$ cat config.mk
export PLATFORM = sky130hd
export DESIGN_NAME = mem_io_bridge
export DESIGN_NICKNAME = d
export VERILOG_FILES = /design/src/rtl/memio_pkg.sv /design/src/rtl/memio_lane_align.sv /design/src/rtl/mem_io_bridge.sv
export SDC_FILE = /design/constraint.sdc
export NUM_CORES = 1
export LEC_CHECK = 0
export ABC_AREA = 1
export BUFFER_PORTS_ARGS = -buffer_cell sky130_fd_sc_hd__buf_2
export CAP_MARGIN = 20
export CORE_MARGIN = 4
export CORE_UTILIZATION = 40
export CTS_BUF_LIST = sky130_fd_sc_hd__clkbuf_4
export CTS_CLUSTER_DIAMETER = 80
export DETAILED_ROUTE_END_ITERATION = 8
export PLACE_DENSITY_LB_ADDON = 0.3
export SLEW_MARGIN = 5
export SYNTH_ARGS = -nofsm -noshare
export SYNTH_HDL_FRONTEND = slang
export SYNTH_SLANG_ARGS = --single-unit
$ cat constraint.sdc
create_clock -name clk -period 2.4 [get_ports clk]
set_clock_uncertainty 0.05 [all_clocks]
set_input_delay 0.48 -clock clk [delete_from_list [all_inputs] [get_ports clk]]
set_output_delay 0.48 -clock clk [all_outputs]
set_load 0.01 [all_outputs]
$ cat src/rtl/memio_pkg.sv
// Shared encodings for the MEM-stage load/store router: funct3 codes,
// IO window offsets, decode struct and IO-load FSM states.
package memio_pkg;

  localparam logic [2:0] LB  = 3'b000;
  localparam logic [2:0] LH  = 3'b001;
  localparam logic [2:0] LW  = 3'b010;
  localparam logic [2:0] LBU = 3'b100;
  localparam logic [2:0] LHU = 3'b101;
  localparam logic [2:0] SB  = 3'b000;
  localparam logic [2:0] SH  = 3'b001;
  localparam logic [2:0] SW  = 3'b010;

  localparam logic [7:0] IN_OFS      = 8'h00;
  localparam logic [7:0] OUT_OFS     = 8'h40;
  localparam logic [7:0] BTN_OFS_DEF = 8'h80;

  typedef enum logic {IDLE, IO_RD} state_e;

  typedef struct packed {
    logic       in_hit;
    logic       out_hit;
    logic       btn_hit;
    logic       unmapped;
    logic [3:0] idx;
  } io_dec_t;

endpackage

$ cat src/rtl/memio_lane_align.sv
// Byte-lane steering: store byte enables / data replication and
// load lane extraction with sign or zero extension.
module memio_lane_align
  import memio_pkg::*;
(
  input  logic [2:0]  funct3,
  input  logic [1:0]  addr_lo,
  input  logic [31:0] store_data,
  input  logic [31:0] rdata,
  output logic [3:0]  be,
  output logic [31:0] wdata,
  output logic [31:0] load_val
);

  logic [7:0]  byte_l;
  logic [15:0] half_l;

  always_comb begin
    be    = 4'b1111;
    wdata = store_data;
    case (funct3[1:0])
      SB[1:0]: begin
        be    = 4'b0001 << addr_lo;
        wdata = {4{store_data[7:0]}};
      end
      SH[1:0]: begin
        be    = addr_lo[1] ? 4'b1100 : 4'b0011;
        wdata = {2{store_data[15:0]}};
      end
      SW[1:0]: be = 4'b1111;
      default: be = 4'b1111;
    endcase
  end

  // Misaligned halves use addr[1] only; addr[0] is not looked at here.
  assign byte_l = rdata[{addr_lo, 3'b000} +: 8];
  assign half_l = addr_lo[1] ? rdata[31:16] : rdata[15:0];

  always_comb begin
    case (funct3)
      LB:      load_val = {{24{byte_l[7]}}, byte_l};
      LH:      load_val = {{16{half_l[15]}}, half_l};
      LBU:     load_val = {24'b0, byte_l};
      LHU:     load_val = {16'b0, half_l};
      LW:      load_val = rdata;
      default: load_val = rdata;
    endcase
  end

endmodule

$ cat src/rtl/mem_io_bridge.sv
// MEM-stage router between data memory and memory-mapped IO channels.
// Optional access checking is enabled by defining MEMIO_ERR_CHECK_EN.
module mem_io_bridge
  import memio_pkg::*;
#(
  parameter logic [31:0] IO_BASE = 32'hFFFF_FC00,
  parameter int          N_IN    = 4,
  parameter int          N_OUT   = 4,
  parameter logic [7:0]  BTN_OFS = BTN_OFS_DEF,
  parameter int          IN_W    = 16
) (
  input  logic                  clk,
  input  logic                  rst_n,
  input  logic                  mem_read,
  input  logic                  mem_write,
  input  logic [2:0]            funct3,
  input  logic [31:0]           addr,
  input  logic [31:0]           store_data,
  input  logic [31:0]           dmem_rdata,
  input  logic [N_IN*IN_W-1:0]  in_data,
  input  logic                  btn_raw,
  output logic [31:0]           dmem_addr,
  output logic                  dmem_we,
  output logic [3:0]            dmem_be,
  output logic [31:0]           dmem_wdata,
  output logic [31:0]           load_data,
  output logic                  stall,
  output logic [N_OUT*32-1:0]   out_data,
  output logic [N_OUT-1:0]      out_strobe,
  output logic                  btn_pending,
  output logic                  err_valid,
  output logic [31:0]           err_addr
);

  logic [7:0]  ofs;
  logic        io_sel, rd_req, io_rd_go, out_wr, err_now;
  logic        btn_raw_q, btn_rise, btn_clr;
  logic [31:0] in_word, out_word, io_rd_val, rd_q, mem_ld;
  io_dec_t     dec;
  state_e      state;
  logic [N_OUT-1:0][31:0] out_q;
  logic [N_OUT-1:0]       strobe_q;

  assign ofs    = addr[7:0];
  assign io_sel = (addr[31:8] == IO_BASE[31:8]);
  // A write alongside a read wins; the read is treated as absent.
  assign rd_req = mem_read & ~mem_write;

  always_comb begin
    dec      = '0;
    in_word  = '0;
    out_word = '0;
    for (int k = 0; k < N_IN; k++)
      if (ofs == IN_OFS + 8'(4*k)) begin
        dec.in_hit = 1'b1;
        in_word    = 32'(in_data[k*IN_W +: IN_W]);
      end
    for (int k = 0; k < N_OUT; k++)
      if (ofs == OUT_OFS + 8'(4*k)) begin
        dec.out_hit = 1'b1;
        dec.idx     = 4'(k);
        out_word    = out_q[k];
      end
    dec.btn_hit  = (ofs == BTN_OFS);
    dec.unmapped = ~(dec.in_hit | dec.out_hit | dec.btn_hit);
  end

  // An edge arriving in the capture cycle is reported now and stays pending.
  assign btn_rise  = btn_raw & ~btn_raw_q;
  assign io_rd_val = dec.in_hit  ? in_word :
                     dec.out_hit ? out_word :
                     dec.btn_hit ? {31'b0, btn_pending | btn_rise} : 32'b0;

`ifdef MEMIO_ERR_CHECK_EN
  logic misal;
  assign misal   = (funct3[1:0] == 2'b01 & addr[0]) | (funct3[1] & |addr[1:0]) |
                   (io_sel & |addr[1:0]);
  assign err_now = (mem_read | mem_write) & (misal | (io_sel & dec.unmapped));

  always_ff @(posedge clk or negedge rst_n)
    if (!rst_n) begin
      err_valid <= 1'b0;
      err_addr  <= '0;
    end else if (err_now && !err_valid) begin
      err_valid <= 1'b1;
      err_addr  <= addr;
    end
`else
  assign err_now   = 1'b0;
  assign err_valid = 1'b0;
  assign err_addr  = '0;
`endif

  memio_lane_align u_align (
    .funct3     (funct3),
    .addr_lo    (addr[1:0]),
    .store_data (store_data),
    .rdata      (dmem_rdata),
    .be         (dmem_be),
    .wdata      (dmem_wdata),
    .load_val   (mem_ld)
  );

  assign dmem_addr = {addr[31:2], 2'b00};
  assign dmem_we   = mem_write & ~io_sel & ~err_now;

  assign io_rd_go  = rd_req & io_sel & (state == IDLE);
  assign stall     = io_rd_go & rst_n;
  assign btn_clr   = io_rd_go & dec.btn_hit;
  assign load_data = (state == IO_RD)     ? rd_q :
                     (rd_req & ~io_sel)   ? mem_ld : 32'b0;

  always_ff @(posedge clk or negedge rst_n)
    if (!rst_n) begin
      state       <= IDLE;
      rd_q        <= '0;
      btn_raw_q   <= 1'b0;
      btn_pending <= 1'b0;
    end else begin
      state       <= io_rd_go ? IO_RD : IDLE;
      if (io_rd_go) rd_q <= io_rd_val;
      btn_raw_q   <= btn_raw;
      btn_pending <= btn_rise | (btn_pending & ~btn_clr);
    end

  assign out_wr = mem_write & io_sel & dec.out_hit & ~err_now;

  always_ff @(posedge clk or negedge rst_n)
    if (!rst_n) begin
      out_q    <= '0;
      strobe_q <= '0;
    end else begin
      for (int k = 0; k < N_OUT; k++) begin
        strobe_q[k] <= out_wr & (dec.idx == 4'(k));
        if (out_wr && dec.idx == 4'(k)) out_q[k] <= store_data;
      end
    end

  assign out_data   = out_q;
  assign out_strobe = strobe_q;

endmodule

Word level (Yosys, flattened, before mapping) --
Cells that the tools add are included.
Operators by class: add/sub/neg operators 0, multipliers 0, divide/modulo/power cells 0, $lt $le $gt $ge 0, equality and inequality tests 16, shift operators 2, muxes and demuxes 30, bitwise logic cells 22, reductions and logical operators 8
Operator list (count):
- $mux W32 | 8
- $pmux W32 S4 | 1
- $mux W16 | 5
- $pmux W32 S2 | 1
- $eq A8 B7 Y1 const B | 4
- $shiftx A32 B6 Y8 | 1
- $eq A24 B24 Y1 const B | 1
- $eq A8 B4 Y1 const B | 2
- $and A1 B1 Y1 | 15
- $mux W4 | 3
- $mux W1 | 11
- $eq A4 B2 Y1 const B | 2
- $eq A8 B3 Y1 const B | 1
- $eq A8 B8 Y1 const B | 1
- $logic_not A8 Y1 | 1
- $pmux W4 S2 | 1
- $eq A3 B3 Y1 const B | 2
- $not A1 Y1 | 5
- $eq A4 B1 Y1 const B | 1
- $logic_and A1 B1 Y1 | 4
- $logic_not A4 Y1 | 1
- $shl A1 B2 Y4 const A | 1
- $eq A3 B1 Y1 const B | 1
- $logic_not A3 Y1 | 1
- 3 further kinds | 4
Word-level totals: bits in registers 167, latch bits 0, RAM bits 0, memory bits (read-only) 0, input bits 168, output and inout port bits 268, logic and storage cells 87, memories 0

Longest topological paths before layout --
depth after elaboration 8, mapped depth 12, gate-level depth less buffers 10

Hierarchy --
Synthesis repeated with hierarchy kept, for this count alone.
Unflattened totals: cells, all modules 1548, area, all modules 10790.3 um^2
Modules (own cells, without submodules):
- mem_io_bridge | times used 1, cells an instance 1296, area an instance 9571.7 um^2, seq. area each 4179.0 um^2
- memio_lane_align | times used 1, cells an instance 252, area an instance 1218.7 um^2, seq. area each 0.0 um^2

Worst setup path after synthesis --
No wires, ideal clock.
kind input to output, from input port funct3[0], to output port load_data[28], arrival time 1.627 ns, required time 1.870 ns, setup slack 0.243 ns, stages on the path 9, path buffers 2, path through clkbuf_2 -> nor2_2 -> inv_1 -> nor2_2 -> a21oi_4 -> nand2_2 -> buf_2 -> nand3_1 -> nand2_1
Between the ends: longest elaborated chain between the ends 4, elaborated cells on any way between the ends 7, those cells by class eq/ne: 3; mux: 3; reduce/logical: 1
RTL lines:
- from (decl) | line mem_io_bridge.sv:16 | input logic [2:0] funct3,
- $eq A3 B3 Y1 (tied with other cells) | line memio_lane_align.sv:40 | case (funct3)
- $pmux W32 S4 * | line memio_lane_align.sv:40
- $mux W32 * | line mem_io_bridge.sv:111 | (rd_req & ~io_sel) ? mem_ld : 32'b0;
- $mux W32 * | line mem_io_bridge.sv:110 | assign load_data = (state == IO_RD) ? rd_q :
- to (decl) | line mem_io_bridge.sv:26 | output logic [31:0] load_data,
Mark *: on every way between the ends. The rest lies on a longest branch, timed or not.

Worst setup path after layout --
from register state, to output port load_data[7]
Between the ends: longest elaborated chain between the ends 1
RTL lines:
- from (decl) | line mem_io_bridge.sv:40 | state_e state;
- from (signal assigned) | line mem_io_bridge.sv:120 | state <= io_rd_go ? IO_RD : IDLE;
- $mux W32 | line mem_io_bridge.sv:110
Every way passes these cells.

==> metrics.txt <==
average wire per standard cell=20.6 microns; Hold Crit Class=input pin to flip-flop; area of the mapped netlist=10,400 sq um; status=finished with violations; PortBufs=400; Util after Layout=0.518; Iter 0 DRT Violations=between 900 and 1,000; vias in the first global route=11,349; XOR/XNOR share of the synthesized area=0; 1st-pass router iterations=6; H-tree Lvls=4; Final setup violation count=3; fin. max-slew vios=0; Peak VDD IR=roughly 0.26 mV; max-cap violations=0; total CTS buffers=17; post-synthesis sequential area ratio=0.401; M1 GR Usage=0.376; Simple-Gate Fraction of Synth Area=0.389; Detail Route Antenna Nets=0; largest net degree at the start of global routing=95; GR Util All Layers=0.313; I/O Pins=436; Routed WL=between 40 and 50 mm; Rows=58; Final Cycle Share=1.01; RSZ-0062 raised after global routing=true; first-pass GRT wire length=approximately 70 mm; met3 Usage GRT=0.0710; initial antenna violation count=3; Max-slew headroom=0.618; main combinational cell family by area after synthesis=simple AND/OR/NAND/NOR gates; Critical Path Start Type=flip-flop; Detail Placement HPWL=35.4 mm; CP Data Arrival Time=1.89 ns; Post-synth ARST share=1.00; Skew-Pair Late Insertion Delay=0.58 ns; fmax=about 410 MHz; Syn Inst Count=between 1,500 and 2,000; Global Route met2 Usage=0.553; vias per cell=roughly 5.3; Main synth FF type=dfrtp_1; Pwr per Cell Area=around 400 nW/um^2; Worst-path clk slew=between 0.15 and 0.2 ns; Sink Count=167; Avg Synthesized Cell Area=just under 7 sq um; final hold vios=0; Synth Warn #=0; leakage power=between 7 and 8 nW; Final Cell Area=13,200 sq um; DRC violation count after routing=0; number of synthesized register bits=167; area leader, netlist=dfrtp_1; violated checks=setup timing; share of cells above drive strength 1=0.307; Worst setup EP type=output pin; GRT Max-Usage Layer=met2; via count=roughly 12,000; post-synthesis cell type count=between 40 and 50; Layout area overhead=26.4%; clk root buf=clkbuf_4; routability cong.=roughly 0.96; post-synthesis mux area share=0; Synth Area in Adders=0; setup TNS=-0.0296 ns; Cell Area, Placed=around 13,000 sq um; commonest non-fill, non-tap cell in the layout=nand2_1; die area=28,700 sq um; Clock Path Buffers=2; Setup CP Type=flip-flop to output pin; Final WS setup=-0.0153 ns; nets=2,048; core region area=~25,000 sq um; Place WS=~0.048 ns; CP Max Fanout=8; CTS tree=done; GR Overflow Total=0; Initial Util=0.410; Die H=around 170 microns; Slew @ Worst Pin=0.573 ns; Pwr Total=roughly 0.0053 W; EDFF count, synth=0; CP required=between 1.5 and 2 ns; most frequent cells in the layout=nand2_1 (553), buf_2 (391), nand3_1 (167), dfrtp_1 (167), inv_1 (110); post-synthesis compound-gate area fraction=0.0765; Die X=approximately 170 microns; Fill cells=~2,600; area share of the largest cell type after synthesis=0.401; synth top area cells=dfrtp_1 (40%), nand2_1 (20%), nand3_1 (8.6%); Period minus WS final=2.42 ns
## synthesized netlist by cell type, drive strengths merged, types with 2 or more instances
library cell    n
nand2         571
nand3         182
dfrtp         167
inv           117
o21ai         113
buf           110
nor2           96
clkbuf         46
nand4          37
or2            32
a21oi          13
o221ai          8
o211ai          6
nor4            3
nand3b          2
## kinds of logic (layout without fill, tap and decap cells)
logic type,count (synthesis),after routing
other,1,37
DFF,167,167
and+or+nand+nor,925,925
buffers and inverters,274,621
AOI/OAI and AO/OA,145,145
## critical path, stage by stage, from the launching register on
cell      delay [ns]
dfrtp_1         0.41
nor2_2          0.12
a21boi_4        0.29
buf_8           0.21
nand3_4         0.12
nand2_4         0.08
buf_6           0.10
## final timing paths
check / start / slack (ns) / endpoint / cells past startpoint
setup / recovery: state$_DFF_PN0_ / -0.02 / load_data[7] / 6
max in group asynchronous: rst_n / 1.25 / rd_q[11]$_DFFE_PN0N_ / 3
hold reg to reg: rd_q[1]$_DFFE_PN0N_ / 0.45 / rd_q[1]$_DFFE_PN0N_ / 2
hold / removal: store_data[10] / 0.1 / out_data[10]$_DFFE_PN0P_ / 3
min in group asynchronous: rst_n / 0.25 / out_data[1]$_DFFE_PN0P_ / 2
setup reg to reg: state$_DFF_PN0_ / 0.81 / rd_q[19]$_DFFE_PN0N_ / 9
## power breakdown
group / leakage, nW / internal, W / total, W / switching [W]
Combinational: 5.25 / 0.000296 / 0.000871 / 0.000574
Sequential: 2.33 / 0.00282 / 0.00282 / 0.000000199
Clock: 0.139 / 0.000472 / 0.00162 / 0.00115
Total: 7.72 / 0.00358 / 0.00531 / 0.00172
## layer usage
layer	part of all wire	vias up
li1	-	5459
met1	0.38	5485
met2	0.49	647
met3	0.087	94
met4	0.036	2
met5	0.00028	-
## layout make-up
class	count	area (sq um)	share of cell area
diodes	2	5.00	0.000380
clock buffers	18	135	0.0103
clock inverters	14	129	0.00979
inverters	118	445	0.0338
multi-input cells	1105	5140	0.391
flip-flops and latches	167	4180	0.317
well taps	330	413	0.0314
repair buffers	471	2720	0.206
## state kept, by name, indices dropped and copies added (netlist names)
register and cells:
out_data 128, rd_q 32, out_strobe 4, btn_pending 1, btn_raw_q 1, state 1
## metrics by stage
step / instances / hold WS [ns]
after floorplan: 1546 / 0.134
after global placement: 2185 / 0.292
after detailed placement: 2185 / 0.291
after CTS: 2224 / 0.0560
after global routing: 2225 / 0.0380
final: 2225 / 0.0982
## what timing repair did
item / CTS / global route
setup buffers: 3 / 2
gates resized for setup: 23 / 24
hold endpoints to repair: 35 / 0
hold buffers: 2 / 0
endpoints found under the setup margin: 7 / 32
gates cloned: 2 / 0
pin swaps: 2 / 6
(Power assumes the default switching activity.)
